==> config.mk <==
export PLATFORM = sky130hd
export DESIGN_NAME = calc_result_display
export DESIGN_NICKNAME = d
export VERILOG_FILES = /design/src/rtl/calc_result_display.sv
export SDC_FILE = /design/constraint.sdc
export NUM_CORES = 1
export LEC_CHECK = 0
export BUFFER_PORTS_ARGS = -buffer_cell sky130_fd_sc_hd__buf_2
export CORE_MARGIN = 5
export CORE_UTILIZATION = 45
export CTS_CLUSTER_DIAMETER = 150
export CTS_CLUSTER_SIZE = 30
export DETAILED_ROUTE_END_ITERATION = 8
export PLACE_DENSITY = 0.63
export SYNTH_ARGS = -nofsm -noshare
export SYNTH_HDL_FRONTEND = slang
export SYNTH_SLANG_ARGS = --single-unit
==> constraint.sdc <==
create_clock -name clk -period 7.4 [get_ports clk]
set_clock_uncertainty 0.1 [all_clocks]
set_input_delay 2.22 -clock clk [delete_from_list [all_inputs] [get_ports clk]]
set_output_delay 2.22 -clock clk [all_outputs]
set_load 0.005 [all_outputs]
==> src/rtl/calc_result_display.sv <==
// Calculator result display: captures an 8-bit result, converts it to decimal by
// sequential double-dabble and drives a 4-digit multiplexed seven-segment display.
// Optional build macro HEX_MODE_EN adds a hex_mode input that shows the raw byte in hex.
module calc_result_display #(
    parameter int REFRESH_DIV = 100000
) (
    input  logic       clk,
    input  logic       rst,
    input  logic       load,
    input  logic [7:0] result,
    input  logic       is_signed,
`ifdef HEX_MODE_EN
    input  logic       hex_mode,
`endif
    output logic       busy,
    output logic       valid,
    output logic [6:0] seg,
    output logic [3:0] an
);

    localparam int CNT_W = (REFRESH_DIV > 1) ? $clog2(REFRESH_DIV) : 1;
    localparam logic [CNT_W-1:0] CNT_LAST = CNT_W'(REFRESH_DIV - 1);

    localparam logic [6:0] GLYPH_BLANK = 7'h7F;
    localparam logic [6:0] GLYPH_DASH  = 7'h3F;

    typedef enum logic [1:0] {
        S_IDLE,
        S_CONV,
        S_DONE
    } state_t;

    state_t           r_state;
    logic [7:0]       r_mag;
    logic [11:0]      r_bcd;
    logic             r_neg;
    logic             r_hex;
    logic [3:0]       r_iter;
    logic             r_busy;
    logic             r_valid;
    logic [6:0]       r_dig3;
    logic [6:0]       r_dig2;
    logic [6:0]       r_dig1;
    logic [6:0]       r_dig0;

    logic [CNT_W-1:0] r_refCnt;
    logic [1:0]       r_digIdx;
    logic [3:0]       r_an;
    logic [6:0]       r_seg;

    logic             w_hexLoad;
    logic             w_neg;
    logic [7:0]       w_mag;
    logic [11:0]      w_bcdAdj;
    logic [6:0]       w_digSel;

`ifdef HEX_MODE_EN
    assign w_hexLoad = hex_mode;
`else
    assign w_hexLoad = 1'b0;
`endif

    // Active-low glyph table; codes above 9 are only reached through the hex path.
    function automatic logic [6:0] glyph(input logic [3:0] v);
        glyph = GLYPH_BLANK;
        case (v)
            4'h0: glyph = 7'h40;
            4'h1: glyph = 7'h79;
            4'h2: glyph = 7'h24;
            4'h3: glyph = 7'h30;
            4'h4: glyph = 7'h19;
            4'h5: glyph = 7'h12;
            4'h6: glyph = 7'h02;
            4'h7: glyph = 7'h78;
            4'h8: glyph = 7'h00;
            4'h9: glyph = 7'h10;
            4'hA: glyph = 7'h08;
            4'hB: glyph = 7'h03;
            4'hC: glyph = 7'h46;
            4'hD: glyph = 7'h21;
            4'hE: glyph = 7'h06;
            4'hF: glyph = 7'h0E;
        endcase
    endfunction

    assign w_neg = is_signed & result[7];
    assign w_mag = w_neg ? (~result + 8'd1) : result;

    always_comb begin
        w_bcdAdj = r_bcd;
        if (r_bcd[3:0] >= 4'd5)  w_bcdAdj[3:0]  = r_bcd[3:0]  + 4'd3;
        if (r_bcd[7:4] >= 4'd5)  w_bcdAdj[7:4]  = r_bcd[7:4]  + 4'd3;
        if (r_bcd[11:8] >= 4'd5) w_bcdAdj[11:8] = r_bcd[11:8] + 4'd3;
    end

    // busy drops on the edge that enters DONE, so it is high for exactly nine cycles
    // and the digit registers land one edge later.
    always_ff @(posedge clk or posedge rst) begin
        if (rst) begin
            r_state <= S_IDLE;
            r_mag   <= '0;
            r_bcd   <= '0;
            r_neg   <= 1'b0;
            r_hex   <= 1'b0;
            r_iter  <= '0;
            r_busy  <= 1'b0;
            r_valid <= 1'b0;
            r_dig3  <= GLYPH_BLANK;
            r_dig2  <= GLYPH_BLANK;
            r_dig1  <= GLYPH_BLANK;
            r_dig0  <= GLYPH_BLANK;
        end else begin
            case (r_state)
                S_IDLE: begin
                    if (load && w_hexLoad) begin
                        r_mag   <= result;
                        r_hex   <= 1'b1;
                        r_state <= S_DONE;
                    end else if (load) begin
                        r_mag   <= w_mag;
                        r_neg   <= w_neg;
                        r_hex   <= 1'b0;
                        r_bcd   <= '0;
                        r_iter  <= '0;
                        r_busy  <= 1'b1;
                        r_state <= S_CONV;
                    end
                end
                S_CONV: begin
                    if (r_iter == 4'd8) begin
                        r_busy  <= 1'b0;
                        r_state <= S_DONE;
                    end else begin
                        r_bcd  <= {w_bcdAdj[10:0], r_mag[7]};
                        r_mag  <= {r_mag[6:0], 1'b0};
                        r_iter <= r_iter + 4'd1;
                    end
                end
                S_DONE: begin
                    if (r_hex) begin
                        r_dig3 <= GLYPH_BLANK;
                        r_dig2 <= GLYPH_BLANK;
                        r_dig1 <= glyph(r_mag[7:4]);
                        r_dig0 <= glyph(r_mag[3:0]);
                    end else begin
                        r_dig3 <= r_neg ? GLYPH_DASH : GLYPH_BLANK;
                        r_dig2 <= (r_bcd[11:8] == 4'd0) ? GLYPH_BLANK : glyph(r_bcd[11:8]);
                        r_dig1 <= (r_bcd[11:4] == 8'd0) ? GLYPH_BLANK : glyph(r_bcd[7:4]);
                        r_dig0 <= glyph(r_bcd[3:0]);
                    end
                    r_valid <= 1'b1;
                    r_state <= S_IDLE;
                end
                default: r_state <= S_IDLE;
            endcase
        end
    end

    always_comb begin
        w_digSel = GLYPH_BLANK;
        case (r_digIdx)
            2'd0: w_digSel = r_dig0;
            2'd1: w_digSel = r_dig1;
            2'd2: w_digSel = r_dig2;
            2'd3: w_digSel = r_dig3;
        endcase
    end

    // an and seg load on the same edge from the current index, so no digit ever shows
    // another digit's segments.
    always_ff @(posedge clk or posedge rst) begin
        if (rst) begin
            r_refCnt <= '0;
            r_digIdx <= 2'd0;
            r_an     <= 4'hF;
            r_seg    <= GLYPH_BLANK;
        end else if (r_refCnt == CNT_LAST) begin
            r_refCnt <= '0;
            r_digIdx <= r_digIdx + 2'd1;
            r_an     <= ~(4'b0001 << r_digIdx);
            r_seg    <= r_valid ? w_digSel : GLYPH_BLANK;
        end else begin
            r_refCnt <= r_refCnt + CNT_W'(1);
        end
    end

    assign busy  = r_busy;
    assign valid = r_valid;
    assign seg   = r_seg;
    assign an    = r_an;

endmodule

==> impl_metrics.json, run 1 <==
{
  "antenna_found_initial": 0,
  "path_cells": "buf_2",
  "final_cell_mix": "49 x nand2_1, 48 x dfrtp_1, 44 x nor2_1",
  "num_rows": 37,
  "syn_nets": 530,
  "status": "complete, no violations",
  "maxCapViolCount": 0,
  "synthMuxAreaShare_pct": 5.18,
  "crit_buf_inv": 1,
  "synth_xor_area_share_pct": 4.91,
  "fmax_mhz": 301,
  "relSlewSlack_pct": 32.9,
  "synth_seq_cells": 81,
  "cts_setup_buffers": 0,
  "synthArstFlopShare_pct": 100,
  "layout.cells.most_common": "nand2_1",
  "portBuffers": 24,
  "grtUsageTotal_pct": 15.2,
  "dieWidth_um": 111,
  "power_uw": 1730,
  "crit_path_end_kind": "output pin",
  "clk_latency_ps": 350,
  "setup_viol": 0,
  "gr-total-overflow": 0,
  "ys_warn_count": 0,
  "ctsHoldBuffers": 0,
  "nets": 538,
  "place_ws_ps": 3850,
  "cp.arrival_ps": 1000,
  "grt_setup_unrepaired": "false",
  "hold_viol": 0,
  "cts-root-buf": "clkbuf_8",
  "cts_max_level": 3,
  "netlist_area_sq_um": 4630,
  "ys_seq_area_share_pct": 44.6,
  "hp-class": "reg -> reg",
  "r2r_slack_ps": 4860,
  "area_growth_pct": 8.10,
  "hold_slack_ps": 347,
  "via_per_inst": 5.35,
  "slowest_delay_ps": 540,
  "drive_gt1_share_pct": 17.8,
  "die_area_sq_um": 12400,
  "p_leak_uw": 0.00217,
  "yosys.area_share.adder_pct": 8.10,
  "synth-compound-area-share_pct": 14.3,
  "dp_hpwl_um": 6360,
  "syn_inst": 488,
  "crit_type": "reg -> out",
  "boundaryPins": 25,
  "crit_path_start_kind": "flip-flop",
  "tightest_slew_ps": 1000,
  "fin_crit_ps": 3320,
  "synthDistinctLibCells": 55,
  "wl_per_cell_um": 14.2,
  "cts_max_path_buffers": 2,
  "synth_top_family_by_area": "simple AND/OR/NAND/NOR gates",
  "period_share_pct": 44.9,
  "grt_pass1_vias": 3278,
  "grt_pass1_wl_um": 15900,
  "slew_violations": 0,
  "finish.instance_area_sq_um": 5010,
  "power_density_nw_per_um2": 345,
  "gp_congestion": 0.827,
  "clk_pin_slew_ps": 90,
  "grt_max_degree": 82,
  "cts_buffers": 9,
  "cts_resized": 0,
  "first_iter_violations": 207,
  "drt_wl_total_um": 9050,
  "clkSinkCount": 81,
  "layout_setup_ws_ps": 4080,
  "dpl_cell_area_sq_um": 4820,
  "synth_edf_count": 0,
  "cts_tree": "yes",
  "cp_data_required_time_ps": 5080,
  "ys.flop_type": "dfrtp_1",
  "vias": 3405,
  "yosys.area_share.simple_pct": 18.3,
  "drcViolationCount": 0,
  "start_util_pct": 45.5,
  "core-area_sq_um": 10200,
  "cpMaxStageDelayCell": "dfstp_2",
  "die_h_um": 111,
  "diodes": 0,
  "worst_ir_drop_vdd_v": 0.000289,
  "worst-path-max-fanout": 2,
  "avgSynthCellArea_sq_um": 9.50,
  "ant_nets": 0,
  "dr.pass1.iters": 7,
  "finalSetupTns_ps": 0,
  "critical-path-top-delay-family": "flip-flops"
}
[cell usage after synthesis (11+ instances only)]
library cell,count,share of area (%)
nand3_1,23,2.5
clkbuf_1,26,2.1
nor2_1,44,3.6
dfrtp_1,48,26
nand2_1,49,4.0
inv_1,24,1.9
o21ai_0,42,4.5
dfstp_2,33,19
mux2i_1,15,3.2
a211oi_1,11,1.8
ha_1,30,8.1
a21oi_1,18,1.9
xnor2_1,17,3.2
[report_power, final]
part	switching (uW)	internal, uW	leakage, uW	total [uW]
clock	165	144	0.0000996	309
combinational	365	310	0.00111	676
sequential	168	577	0.000952	744
[through the flow]
step	util (%)	instances
2_1_floorplan	-	488
3_3_place_gp	47.4	621
3_5_place_dp	47.4	621
4_1_cts	49.2	637
5_1_grt	49.2	637
6_report	49.2	637
[metal layers]
layer,share of wire [%],GRT usage (%),vias up
li1,-,-,1739
met1,52,22.0,1614
met2,45,23.6,46
met3,2.8,2.83,6
met4,0.73,3.65,0
met5,0,0,-
[cell type report]
type                            instances  area, sq um
Fill cell                             969         5170
Sequential cell                        81         2070
Clock inverter                          5         33.8
Tap cell                              136          170
Clock buffer                           11          153
Timing Repair Buffer                   26          135
Inverter                               25         95.1
Multi-Input combinational cell        353         2350
[logic make-up (layout without fill, tap and decap cells)]
kind of cell / Yosys count / count (layout)
compound gates: 105 / 105
xor+xnor: 26 / 26
fa+ha+maj: 30 / 30
buf+inv: 54 / 67
flops: 81 / 81
mux: 21 / 21
simple gates: 171 / 171
[state kept, by name, indices dropped and copies added (netlist names)]
| register | flops |
|---|---|
| an | 4 |
| r_mag | 8 |
| r_iter | 4 |
| r_digIdx | 2 |
| r_state | 2 |
| r_dig2 | 7 |
| busy | 1 |
| r_dig3 | 1 |
| valid | 1 |
| r_bcd | 12 |
| r_dig0 | 7 |
| r_dig1 | 7 |
| seg | 7 |
| r_refCnt | 17 |
| r_neg | 1 |
[path summary, 6_finish.rpt]
kind	from	end	cells after the start
worst max-delay path	seg[4]	seg[4]	1
worst min-delay path	r_neg	r_dig3[6]	1
worst max register to register	r_state[0]	r_bcd[11]	4
worst min register to register	r_neg	r_dig3[6]	1
max in group asynchronous	rst	r_bcd[0]	3
min in group asynchronous	rst	r_digIdx[0]	3
(Power assumes the default switching activity.)
==> run 2, diff against run 1 <==
Clock period 7.4 ns to 3.3 ns, I/O delays scaled along.
==> run 2 against run 1 <==
Against the previous run:
- sequential power rose by 120%
- cell count rose by 0.31%
- highest routed layer unchanged
- critical endpoint is now seg[0]
- setup slack got worse by 3000 ps
- count of clock-buffer cells in the layout fell by 1
- global-route usage rose by 0.39 points
==> impl_metrics.json, run 2 (synthesis gave the netlist of run 1 again) <==
{
  "drive_gt1_share_pct": 18.1,
  "reg2reg_depth": 5,
  "cp_data_required_time_ps": 3480,
  "diodes": 0,
  "gr-total-overflow": 0,
  "grt_pass1_vias": 3354,
  "vias": 3416,
  "period_share_pct": 67.0,
  "hold_path_depth": 1,
  "nets": 540,
  "dpl_cell_area_sq_um": 4850,
  "hold_viol": 0,
  "hp-start": "r_neg",
  "worst_ir_drop_vdd_v": 0.000409,
  "fin_crit_ps": 2210,
  "num_rows": 37,
  "largestRegisters": "r_refCnt: 17 flops, r_bcd: 12 flops, r_mag: 8 flops",
  "grt_max_degree": 51,
  "boundaryPins": 25,
  "final-seq-area_sq_um": 2070,
  "finalSetupTns_ps": 0,
  "p_int_uw": 2430,
  "r2r_slack_ps": 1090,
  "largest_reg_flops": 17,
  "hold_slack_ps": 341,
  "nFillCells": 972,
  "drt_wl_total_um": 9310,
  "slew_violations": 0,
  "dieWidth_um": 111,
  "fmax_mhz": 452,
  "status": "complete, no violations",
  "holdPathEnd": "r_dig3[6]",
  "cts_max_level": 3,
  "wl_per_cell_um": 14.6,
  "gp_congestion": 0.814,
  "clk_latency_ps": 360,
  "crit_type": "reg -> reg",
  "dp_hpwl_um": 6660,
  "finish.instance_area_sq_um": 5070,
  "setup_viol": 0,
  "cts-root-buf": "clkbuf_8",
  "cts_setup_buffers": 0,
  "crit_start": "r_refCnt[0]",
  "grt_pass1_wl_um": 16200,
  "grt_setup_unrepaired": "false",
  "clkSinkCount": 81,
  "multi_input_area_sq_um": 2350,
  "clk_pin_slew_ps": 90,
  "final_cell_mix": "49 x nand2_1, 48 x dfrtp_1, 44 x nor2_1",
  "maxCapViolCount": 0,
  "cp.arrival_ps": 2390,
  "worst-path-max-fanout": 10,
  "relSlewSlack_pct": 55.8,
  "r2r-start": "r_refCnt[0]",
  "core-area_sq_um": 10200,
  "layout.cells.most_common": "nand2_1",
  "ctsHoldBuffers": 0,
  "crit_path_start_kind": "flip-flop",
  "crit_path_end_kind": "flip-flop",
  "via_per_inst": 5.35,
  "area_growth_pct": 9.40,
  "regToRegEndpoint": "seg[0]",
  "cts_resized": 0,
  "p_leak_uw": 0.00219,
  "grtUsageTotal_pct": 15.6,
  "cts_max_path_buffers": 2,
  "ant_nets": 0,
  "power_frac_seq_pct": 41.6,
  "antenna_found_initial": 0,
  "dr.pass1.iters": 4,
  "die_area_sq_um": 12400,
  "start_util_pct": 45.5,
  "hp-class": "reg -> reg",
  "power_uw": 4010,
  "drcViolationCount": 0,
  "portBuffers": 24,
  "comb_power_share_pct": 38.4,
  "max_flop_register": "r_refCnt",
  "p_clk_share_pct": 20.0,
  "die_h_um": 111,
  "cts_tree": "yes",
  "cts_buffers": 9,
  "p_sw_share_pct": 39.3,
  "first_iter_violations": 177,
  "tightest_slew_ps": 663,
  "p_switching_uw": 1570,
  "power_density_nw_per_um2": 790
}
==> run 2: cell types whose count changed in the layout (fill, tap and decap cells not counted) <==
cell	change
inv_4	-1
buf_12	+1
clkbuf_16	-1
clkinv_2	-1
buf_4	+1
clkinv_4	+2
inv_6	-1
bufinv_16	+2
==> run 2: how the worst max path moves through the flow <==
stage / endpoint / slack, ps / cells past startpoint
2_1_floorplan: busy / 180 / 1
3_3_place_gp: r_mag[1] / 990 / 5
3_5_place_dp: r_mag[1] / 960 / 5
4_1_cts: seg[0] / 1090 / 5
5_1_grt: seg[0] / 920 / 5
6_report: seg[0] / 1090 / 5
==> run 2: metrics by stage <==
stage / setup WS [ps] / util, % / std cells
after floorplan: 185 / - / 488
after global routing: 917 / 49.8 / 639
after detailed placement: 961 / 47.6 / 623
after CTS: 1090 / 49.8 / 639
final: 1090 / 49.8 / 639
after global placement: 986 / 47.6 / 623
==> run 2: final cells by class <==
type / instances / area share (%)
well taps: 136 / 3.36
inverters: 25 / 1.88
flip-flops and latches: 81 / 40.8
clock buffers: 10 / 2.52
multi-input cells: 353 / 46.4
clock inverters: 6 / 1.80
repair buffers: 28 / 3.21
==> run 2: power by group through the flow <==
stage          Clock, uW  Sequential, uW  Combinational (uW)
2_1_floorplan          0            1460                1410
3_3_place_gp           0            1670                1500
3_5_place_dp           0            1690                1540
4_1_cts              825            1660                1560
5_1_grt              862            1720                1780
6_report             802            1670                1540
==> run 2: layer usage <==
layer,global-route usage (%),wire (um),up-vias,share of wire (%)
li1,-,-,1723,-
met1,21.6,4530,1624,49
met2,24.8,4390,65,47
met3,2.39,340,4,3.7
met4,5.60,46,0,0.49
met5,0,0,-,0
==> run 2: critical path: stages, from the launching register on <==
cell	delay, ps
dfrtp_1	420
ha_1	250
nand4_1	280
or4_1	800
nor2_1	200
a21oi_1	90
==> run 3, diff against run 2 <==
Settings changed: PLACE_DENSITY 0.63 to 0.65.
Clock period 3.3 ns to 2 ns, I/O delays scaled along.
==> run 3 against run 2 <==
Against the previous run:
- flip-flop and latch count unchanged
- clock power increased by 53%
- total power increased by 70%
- worst hold slack got worse by 74 ps
- combinational power increased by 94%
- critical path depth decreased by 1
- design area increased by 5.6%
- first-iteration DRC count increased by 9.0%
- non-clock buffer count increased by 33
- count of clock-buffer cells in the layout increased by 2
- via count increased by 3.7%
- utilization increased by 2.8 points
- largest cell class unchanged
- largest power group is now combinational logic
==> impl_metrics.json, run 3 (synthesis gave the netlist of run 1 again) <==
{
  "grt_pass1_vias": 3399,
  "p_int_uw": 4160,
  "cts_buffers": 9,
  "crit_path_end_kind": "flip-flop",
  "drcViolationCount": 0,
  "comb_power_share_pct": 43.8,
  "hp-class": "in -> async",
  "antenna_found_initial": 0,
  "clk_latency_ps": 360,
  "first_iter_violations": 193,
  "cpMaxStageDelayCell": "or4_4",
  "die_h_um": 111,
  "wl_per_cell_um": 14.0,
  "maxCapViolCount": 0,
  "largestRegisters": "r_refCnt: 17 flops, r_bcd: 12 flops, r_mag: 8 flops",
  "power_uw": 6820,
  "crit_type": "reg -> reg",
  "status": "complete, no violations",
  "drive_gt1_share_pct": 23.7,
  "relSlewSlack_pct": 60.0,
  "worst_ir_drop_vdd_v": 0.000703,
  "drt_wl_total_um": 9440,
  "dp_hpwl_um": 6820,
  "num_rows": 37,
  "finalSetupTns_ps": 0,
  "final_cell_mix": "49 x nand2_1, 48 x dfrtp_1, 44 x nor2_1",
  "grt_max_degree": 82,
  "cts_max_path_buffers": 2,
  "nFillCells": 944,
  "fmax_mhz": 530,
  "p_leak_uw": 0.00236,
  "path_cells": "or4_4, or4_4, nor2_1, a21oi_1",
  "ctsHoldBuffers": 0,
  "power_frac_seq_pct": 38.2,
  "cts-root-buf": "clkbuf_8",
  "grt_pass1_wl_um": 16300,
  "portBuffers": 24,
  "area_growth_pct": 15.5,
  "period_share_pct": 94.3,
  "p_sw_share_pct": 39.0,
  "max_flop_register": "r_refCnt",
  "power_density_nw_per_um2": 1270,
  "grtUsageTotal_pct": 15.7,
  "slowest_delay_ps": 560,
  "dieWidth_um": 111,
  "fin_crit_ps": 1890,
  "slew_violations": 0,
  "p_clk_share_pct": 18.0,
  "largest_reg_flops": 17,
  "hold_viol": 0,
  "via_per_inst": 5.27,
  "crit_path_start_kind": "flip-flop",
  "boundaryPins": 25,
  "cts_max_level": 3,
  "tightest_slew_ps": 600,
  "start_util_pct": 45.5,
  "layout.cells.most_common": "nand2_1",
  "nets": 573,
  "cts_tree": "yes",
  "diodes": 0,
  "cp_common_cell": "or4_4",
  "clkSinkCount": 81,
  "die_area_sq_um": 12400,
  "vias": 3541,
  "ant_nets": 0,
  "core-area_sq_um": 10200,
  "worst-path-max-fanout": 10,
  "clk_pin_slew_ps": 90,
  "cp.arrival_ps": 2060,
  "r2r_slack_ps": 110,
  "setup_viol": 0,
  "cp_data_required_time_ps": 2170,
  "gp_congestion": 0.846,
  "gr-total-overflow": 0,
  "p_switching_uw": 2660,
  "dr.pass1.iters": 4
}
run 3: cell count changes in the layout (fill, tap and decap cells not counted), moves of 2 or more:
cell,previous run,this run
clkinvlp_4,0,2
inv_4,0,2
bufinv_16,2,0
clkinv_2,2,0
buf_4,3,33
clkbuf_16,0,2
buf_12,1,3
run 3: timing repair:
item | in CTS | in global routing
setup endpoints to repair | 2 | 8
buffers inserted | 0 | 2
cloned | 0 | 0
gates resized for setup | 1 | 5
run 3: per-layer routing:
layer / global-route usage, % / wire length [um]
met5: 0 / 0
met4: 6.65 / 215
met3: 2.66 / 372
met2: 23.4 / 4240
met1: 22.5 / 4610
run 3: final timing paths:
path,from,to,depth (start not counted)
min in group clk,r_neg,r_dig3[6],1
worst min register to register,r_neg,r_dig3[6],1
max in group asynchronous,rst,r_dig3[6],3
worst max-delay path,r_refCnt[11],seg[0],4
worst max register to register,r_refCnt[11],seg[0],4
worst min-delay path,rst,r_refCnt[4],3
run 3: power groups by stage:
stage,Combinational (uW),Clock [uW],Sequential [uW]
global placement,2890,0,2610
detailed placement,2970,0,2630
finish,2990,1230,2610
global route,3390,1330,2690
CTS,2990,1270,2600
floorplan,2320,0,2400
run 3: per-stage QoR:
step	std cells	hold WS, ps	instance area, sq um	worst slack [ps]	utilization (%)
after floorplan	488	305	4640	21.3	-
after global placement	654	313	5110	39.3	50.2
after detailed placement	654	321	5110	4.72	50.2
after CTS	670	268	5320	81.2	52.3
after global routing	672	299	5350	-7.50	52.5
final	672	267	5350	113	52.5
run 3: layout make-up:
type / instances / area [sq um] / area share, %
timing repair buffer: 61 / 439 / 8.21
tap: 136 / 170 / 3.18
clock inverter: 4 / 31.3 / 0.585
multi-input combinational: 353 / 2360 / 44.2
sequential: 81 / 2070 / 38.6
clock buffer: 12 / 178 / 3.32
inverter: 25 / 100 / 1.87
run 3: critical path, delay by kind of cell, from the launching register on:
| family | cells | cell delay, ps |
|---|---|---|
| compound gates | 1 | 80 |
| flops | 1 | 390 |
| simple gates | 3 | 1250 |
